## src/rtl/poly_note_ctrl_pkg.sv

```systemverilog
// Shared music-player definitions: voice state encoding, default sizes and
// the index-width helper used by the voice controller and its arbiter.
package poly_note_ctrl_pkg;

    localparam int DEF_VOICES = 4;
    localparam int DEF_DUR_W  = 6;
    localparam int STATE_W    = 3;

    typedef enum logic [STATE_W-1:0] {
        ST_IDLE = 3'd0,
        ST_REQ  = 3'd1,
        ST_WAIT = 3'd2,
        ST_LOAD = 3'd3,
        ST_PLAY = 3'd4,
        ST_DONE = 3'd5
    } voice_state_t;

    function automatic int idx_width(input int n);
        return (n > 1) ? $clog2(n) : 1;
    endfunction

endpackage

```

## src/rtl/poly_note_ctrl_rr_arbiter.sv

```systemverilog
// Round-robin arbiter with a held grant: a winner that is not yet accepted
// keeps the grant while it is still requesting.
module rr_arbiter
    import poly_note_ctrl_pkg::*;
#(
    parameter int N = DEF_VOICES,
    localparam int W = idx_width(N)
) (
    input  logic         clk,
    input  logic         reset,
    input  logic [N-1:0] req,
    input  logic         accept,
    output logic         gnt_valid,
    output logic [W-1:0] gnt_idx
);

    logic [W-1:0] ptr;
    logic [W-1:0] held_idx;
    logic         held;

    always_comb begin : pick
        int cand;
        cand      = 0;
        gnt_valid = 1'b0;
        gnt_idx   = '0;
        if (held && req[held_idx]) begin
            gnt_valid = 1'b1;
            gnt_idx   = held_idx;
        end else begin
            for (int i = 0; i < N; i++) begin
                cand = int'(ptr) + i;
                if (cand >= N) cand = cand - N;
                if (!gnt_valid && req[cand]) begin
                    gnt_valid = 1'b1;
                    gnt_idx   = W'(cand);
                end
            end
        end
    end

    always_ff @(posedge clk) begin
        if (reset) begin
            ptr      <= '0;
            held     <= 1'b0;
            held_idx <= '0;
        end else begin
            held     <= gnt_valid & ~accept;
            held_idx <= gnt_idx;
            if (gnt_valid && accept)
                ptr <= (gnt_idx == W'(N-1)) ? '0 : gnt_idx + 1'b1;
        end
    end

endmodule

```

## src/rtl/poly_note_ctrl.sv

```systemverilog
// Polyphonic note controller: one request/wait/load/play FSM per voice,
// sharing a single song-reader request port through a round-robin arbiter.
module poly_note_ctrl
    import poly_note_ctrl_pkg::*;
#(
    parameter int VOICES = DEF_VOICES,
    parameter int DUR_W  = DEF_DUR_W,
    localparam int VW = idx_width(VOICES)
) (
    input  logic                        clk,
    input  logic                        reset,
    input  logic                        play_enable,
    input  logic                        pause,
    input  logic                        beat,
    output logic                        req_valid,
    output logic [VW-1:0]               req_voice,
    input  logic                        req_ready,
    input  logic                        new_note_valid,
    input  logic [VW-1:0]               new_note_voice,
    input  logic [DUR_W-1:0]            new_note_dur,
    output logic [VOICES-1:0]           load,
    output logic [VOICES-1:0]           note_done,
    output logic [VOICES-1:0]           voice_active,
    output logic [VOICES*STATE_W-1:0]   voice_state
);

    // Handshake: a request transfers in any cycle where req_valid and
    // req_ready are both high; until then req_valid/req_voice stay put.
    voice_state_t        state      [VOICES];
    voice_state_t        state_next [VOICES];
    logic [DUR_W-1:0]    cnt        [VOICES];
    logic [VOICES-1:0]   in_req;
    logic                gnt_valid;
    logic [VW-1:0]       gnt_idx;
    logic                accept;

    assign accept    = gnt_valid & req_ready;
    assign req_valid = gnt_valid;
    assign req_voice = gnt_idx;

    rr_arbiter #(.N(VOICES)) u_arb (
        .clk       (clk),
        .reset     (reset),
        .req       (in_req),
        .accept    (accept),
        .gnt_valid (gnt_valid),
        .gnt_idx   (gnt_idx)
    );

    always_ff @(posedge clk) begin
        for (int v = 0; v < VOICES; v++) begin
            if (reset) begin
                state[v] <= ST_IDLE;
                cnt[v]   <= '0;
            end else begin
                state[v] <= state_next[v];
                if (state[v] == ST_WAIT && new_note_valid && new_note_voice == VW'(v))
                    cnt[v] <= new_note_dur;
                else if (state[v] == ST_PLAY && beat && !pause)
                    cnt[v] <= cnt[v] - 1'b1;
            end
        end
    end

    always_comb begin
        for (int v = 0; v < VOICES; v++) begin
            state_next[v] = state[v];
            if (!play_enable) begin
                state_next[v] = ST_IDLE;
            end else begin
                case (state[v])
                    ST_IDLE: state_next[v] = ST_REQ;
                    ST_REQ:  if (accept && gnt_idx == VW'(v)) state_next[v] = ST_WAIT;
                    ST_WAIT: if (new_note_valid && new_note_voice == VW'(v)) state_next[v] = ST_LOAD;
                    ST_LOAD: state_next[v] = (cnt[v] == '0) ? ST_DONE : ST_PLAY;
                    // Ending on the 1->0 beat makes PLAY last exactly D counted beats.
                    ST_PLAY: if (beat && !pause && cnt[v] == DUR_W'(1)) state_next[v] = ST_DONE;
                    ST_DONE: state_next[v] = ST_REQ;
                    default: state_next[v] = ST_IDLE;
                endcase
            end
        end
    end

    always_comb begin
        in_req       = '0;
        load         = '0;
        note_done    = '0;
        voice_active = '0;
        voice_state  = '0;
        for (int v = 0; v < VOICES; v++) begin
            in_req[v]       = (state[v] == ST_REQ);
            load[v]         = (state[v] == ST_LOAD);
            note_done[v]    = (state[v] == ST_DONE);
            voice_active[v] = (state[v] == ST_PLAY);
            voice_state[v*STATE_W +: STATE_W] = state[v];
        end
    end

endmodule

```

## config.mk

```make
export PLATFORM = sky130hd
export DESIGN_NAME = poly_note_ctrl
export DESIGN_NICKNAME = d
export VERILOG_FILES = /design/src/rtl/poly_note_ctrl_pkg.sv /design/src/rtl/poly_note_ctrl_rr_arbiter.sv /design/src/rtl/poly_note_ctrl.sv
export SDC_FILE = /design/constraint.sdc
export NUM_CORES = 1
export LEC_CHECK = 0
export BUFFER_PORTS_ARGS = -buffer_cell sky130_fd_sc_hd__buf_2
export CAP_MARGIN = 5
export CORE_ASPECT_RATIO = 0.75
export CORE_UTILIZATION = 30
export CTS_CLUSTER_DIAMETER = 100
export DETAILED_ROUTE_END_ITERATION = 8
export GPL_ROUTABILITY_DRIVEN = 0
export SLEW_MARGIN = 20
export SYNTH_ARGS = -nofsm -noshare
export SYNTH_HDL_FRONTEND = slang
export SYNTH_SLANG_ARGS = --single-unit
```

## constraint.sdc

```tcl
create_clock -name clk -period 3.22 [get_ports clk]
set_input_delay 0.644 -clock clk [delete_from_list [all_inputs] [get_ports clk]]
set_output_delay 0.644 -clock clk [all_outputs]
set_load 0.1 [all_outputs]
```

### After elaboration in Yosys (flattened, before gate mapping)

Memory sizes are Yosys's and may differ from the RTL's.
Cells that the tools add are included.

* register bits after elaboration: 5
* RAM bits: 36
* input bits: 15
* output and inout bits: 27
* logic and storage cells: 226
* memories: 2

Memory list
* cnt: words 4, bits a word 6, rd ports 4, clocked after memory_dff 0, wr ports 4, line poly_note_ctrl.sv:31 `logic [DUR_W-1:0] cnt [VOICES];`
* state: words 4, bits a word 3, rd ports 4, clocked after memory_dff 0, wr ports 4, line poly_note_ctrl.sv:29 `voice_state_t state [VOICES];`

* add/sub/neg operators: 12
* $lt $le $gt $ge: 9
* eq/ne operators: 30
* muxes and demuxes: 103
* bitwise logic cells: 15
* reduce and logical (&&, ||, !) cells: 52

Operator list (count)
* 32-bit two-way mux: 8
* 32-bit by 4-bit < comparator with 1-bit output (second input constant): 4
* 32-bit by 4-bit greater-or-equal comparator with 1-bit output (second input constant): 3
* 32-bit by 4-bit subtractor with 32-bit output (second input constant): 3
* 3-bit two-way mux: 20
* 3-bit one-hot mux with 5 select lines: 4
* 1-bit two-way mux: 52
* 6-bit two-way mux: 8
* 1-bit logical AND: 34
* 3-bit by 2-bit equality test with 1-bit output (second input constant): 8
* 3-bit equality test (second input constant): 8
* 6-bit by 1-bit equality test with 1-bit output (second input constant): 4
* 6-bit zero test: 4
* 6-bit by 1-bit subtractor with 6-bit output (second input constant): 4
* 3-bit by 1-bit equality test with 1-bit output (second input constant): 4
* 3-bit zero test: 4
* 2-bit two-way mux: 6
* 1-bit bitwise OR: 12
* 1-bit binary-select mux with 2-bit select: 5
* 2-bit equality test (second input constant): 4
* 2-bit OR reduction: 4
* 2-bit by 2-bit adder with 3-bit output (second input constant): 2
* 2-bit by 1-bit equality test with 1-bit output (second input constant): 2
* 1-bit zero test: 4
* 8 further kinds: 10

### Longest topological paths before layout

An unclocked memory read counts as a cell.

* depth after elaboration: 29
* depth in mapped cells: 11
* depth with buffers taken out: 10

### Modules after synthesis

Synthesis repeated with hierarchy kept, for this count alone.

* cells, all modules: 281
* area, all modules: 2641.3 sq um

By module, submodules not included
* poly_note_ctrl: instances 1, cells an instance 230, area each 2223.4 sq um, seq. area each 960.9 sq um
* rr_arbiter: instances 1, cells an instance 51, area each 417.9 sq um, seq. area each 100.1 sq um

### Least setup slack after synthesis

No wires, ideal clock.

* path kind: flip-flop to flip-flop
* start: memory state[3][2] in the netlist's numbering
* end: memory cnt[3][0] in the netlist's numbering (enable)
* setup time: 0.328 ns
* data arrival time: 4.265 ns
* data required time: 2.892 ns
* slack: -1.373 ns
* cell stages (with the launch flop): 5
* buffers on the path: 0
* clock period less this slack: 4.593 ns
* path through: dfxtp_1 inv_1 nor3_1 nand2_1 nand2_1

RTL lines (line)
* from (decl): poly_note_ctrl.sv:29
* to (decl): poly_note_ctrl.sv:31

==> qor.yml <==
cells_and_area:
  area_delta_synth_final_pct: 22.6
  multi_input_area_mm2: 0.00151
  fin_util: 0.380
  seq_area_mm2: 0.00109
  layout-drive-gt1-share: 0.230
  nets: 371
  n_fill_cell: 878
  antenna_cells: 0
status:
  outcome: "complete, no violations"
hold_path:
  whs_path_depth: 1
  hold_path.class: "flip-flop to flip-flop"
logic_synthesis:
  yosysTopAreaCell: "edfxtp_1"
  synth_fp_nets: 332
  synth_edf_count: 24
  avgSynthCellArea_um2: 8.63
  dominantRegCellSynth: "edfxtp_1"
  yosysSeqAreaShare: 0.405
  synthDistinctLibCells: 44
  ys.warnings.count: 0
  async_flop_share: 0
  synth_top_area_frac: 0.275
  syn_area_mm2: 0.00262
  ys_top_cells_by_area: "edfxtp_1 27%, dfxtp_1 13%, nand2_1 7.0%, ha_1 6.2%, o21ai_0 5.0%"
  synth_cells: 304
  synth_seq_cells: 41
drt:
  drt-wirelength-per-cell_um: 15.4
  vias_per_cell: 5.16
  drc: 0
  drt_iter0_markers: 189
  drt_first_pass_iters: 4
  vias: 2334
  final_antenna_net_count: 0
  wl_um: 6950
global_routing:
  grt-ovfl-total: 0
  grt_pass1_vias: 2160
  track_usage: 0.159
  grt_first_pass_wirelength_um: 11000
  antenna_found_initial: 0
  grt_max_degree: 17
die:
  ioPinCount: 42
  die_x_um: 110
  num_rows: 29
  initial_core_util: 0.310
  die_area_mm2: 0.00912
  coreArea_mm2: 0.00845
  die_y_um: 83.0
clock_network:
  cts_made_buffers: 5
  h-tree-depth: 2
  cts_repair_resize_count: 0
  clkSinkCount: 41
  path_clk_slew_ps: 60
  clkLatencyLatePin_ps: 280
  ctsLongestPathBuffers: 2
  cts_root_buffer: "clkbuf_16"
  cts_tree: "yes"
  cts_setup_buffers: 0
sta:
  rsz0062_at_grt: "false"
  worst_pin_slew_ps: 881
  relSlewSlack: 0.407
  fin_skew_ps: 5.27
  period_minus_slack_ps: 3090
  max_freq_mhz: 324
  finalSetupTns_ps: 0
  finalMaxSlewViolations: 0
  finalCritPeriodShare: 0.959
  finalSetupViolCount: 0
  finalHoldViolations: 0
placed_design:
  place_hpwl_um: 5300
  numPortBuffers: 41
power:
  p_leak_nw: 1.21
  p_per_area_mw_per_mm2: 459
  vdd_drop_max_uv: 179
worst_setup_path:
  crit_required_ps: 2580
  startpoint_type: "flip-flop"
  worstPathArrival_ps: 2440
  crit_type: "flip-flop to output pin"
  path_max_fanout: 14
  r2r.worst_path.cells: 10
  crit_path_end_kind: "output pin"
flow_run:
  maxCapViolations: 0
cells in the final DEF, fill, tap and decap left out, types with 3 or more instances in the layout:
cell	instances
nand3_1	6
inv_1	14
nor3b_1	3
buf_2	41
nor2b_1	4
edfxtp_1	24
a221oi_1	3
nand2_1	49
nor4_1	8
nand4b_1	4
nand3b_1	4
buf_4	3
a31oi_1	10
ha_1	12
nand2b_1	6
o21ai_0	26
nor3_1	9
dfxtp_2	7
a211oi_1	5
xnor2_1	9
dfxtp_4	5
xor2_1	7
nor2_1	28
a21oi_1	9
clkbuf_16	5
dfxtp_1	5
through the flow:
| stage | instances | setup WS, ps | power (mW) | hold WS, ps | cell area (µm²) |
|---|---|---|---|---|---|
| floorplan | 304 | 8.23 | 0.782 | 497 | 2730 |
| global placement | 444 | 518 | 0.834 | 464 | 3030 |
| detailed placement | 444 | 412 | 0.837 | 474 | 3030 |
| CTS | 452 | 96.7 | 1.49 | 480 | 3220 |
| global route | 452 | 11.3 | 1.53 | 503 | 3220 |
| finish | 452 | 132 | 1.48 | 483 | 3220 |
worst max-delay path, stage by stage, from the launching register on:
cell and delay, ps:
dfxtp_2 460, or3b_1 430, or3_1 390, a21oi_1 210, nor3_2 120, clkinvlp_4 120, buf_2 430
logic make-up after synthesis:
family,share of synthesized area
adder cells (fa/ha/maj),0.0620
multiplexers,0.00572
flip-flops,0.405
XOR/XNOR,0.0534
AO/OA/AOI/OAI,0.138
AND/OR/NAND/NOR,0.292
buffers and inverters,0.0448
cell usage after synthesis (2+ instances only):
master	n
nor4b_1	2
xor2_1	7
and2_1	2
nor3_1	12
nand2b_1	6
buf_2	4
nand4b_1	4
o21ai_0	26
dfxtp_1	17
nor2b_1	4
nor3b_1	6
a31oi_1	10
a221oi_1	3
a211oi_1	5
ha_1	13
nand3b_1	4
nor2_1	28
or3b_2	3
nand3_1	6
xnor2_1	9
nand2_1	49
or4b_1	2
or3b_1	2
a21oi_1	9
or4bb_1	2
inv_1	15
o21a_1	2
clkbuf_1	6
nor4_1	8
edfxtp_1	24
worst paths after layout:
check,to,start,slack (ps)
worst max-delay path,req_voice[1],state[2][0],130
worst min-delay path,state[1][1],state[1][2],480
worst max register to register,state[2][0],u_arb.held_idx[0],570
worst min register to register,state[1][1],state[1][2],480
layer usage:
metal  GRT usage  vias up  routed length [µm]
met5           0        -                   0
met1       0.246     1084                3590
li1            -     1167                   -
met2       0.219       74                2860
met3      0.0353        9                 415
met4      0.0400        0                  92
flip-flops by register name, summed over array words and instances (netlist names):
signal / cells
cnt: 24
state: 12
u_arb.held: 1
u_arb.held_idx: 2
u_arb.ptr: 2
where the power goes:
part           switching [mW]  total [mW]  internal [mW]
Clock                   0.207       0.650          0.443
Combinational           0.158       0.226         0.0684
Sequential             0.0286       0.601          0.572
Total                   0.394        1.48           1.08
area by class of cell:
type | count | share of cell area
Multi-Input combinational cell | 236 | 0.471
Timing Repair Buffer | 44 | 0.0708
Tap cell | 108 | 0.0420
Clock inverter | 3 | 0.0202
Inverter | 15 | 0.0187
Sequential cell | 41 | 0.339
Clock buffer | 5 | 0.0389
what timing repair did:
action,4_1_cts,5_1_grt
hold endpoints to repair,0,0
endpoints found under the setup margin,0,1
hold buffers,0,0
Note: power is estimated with default switching activity, not from simulation.
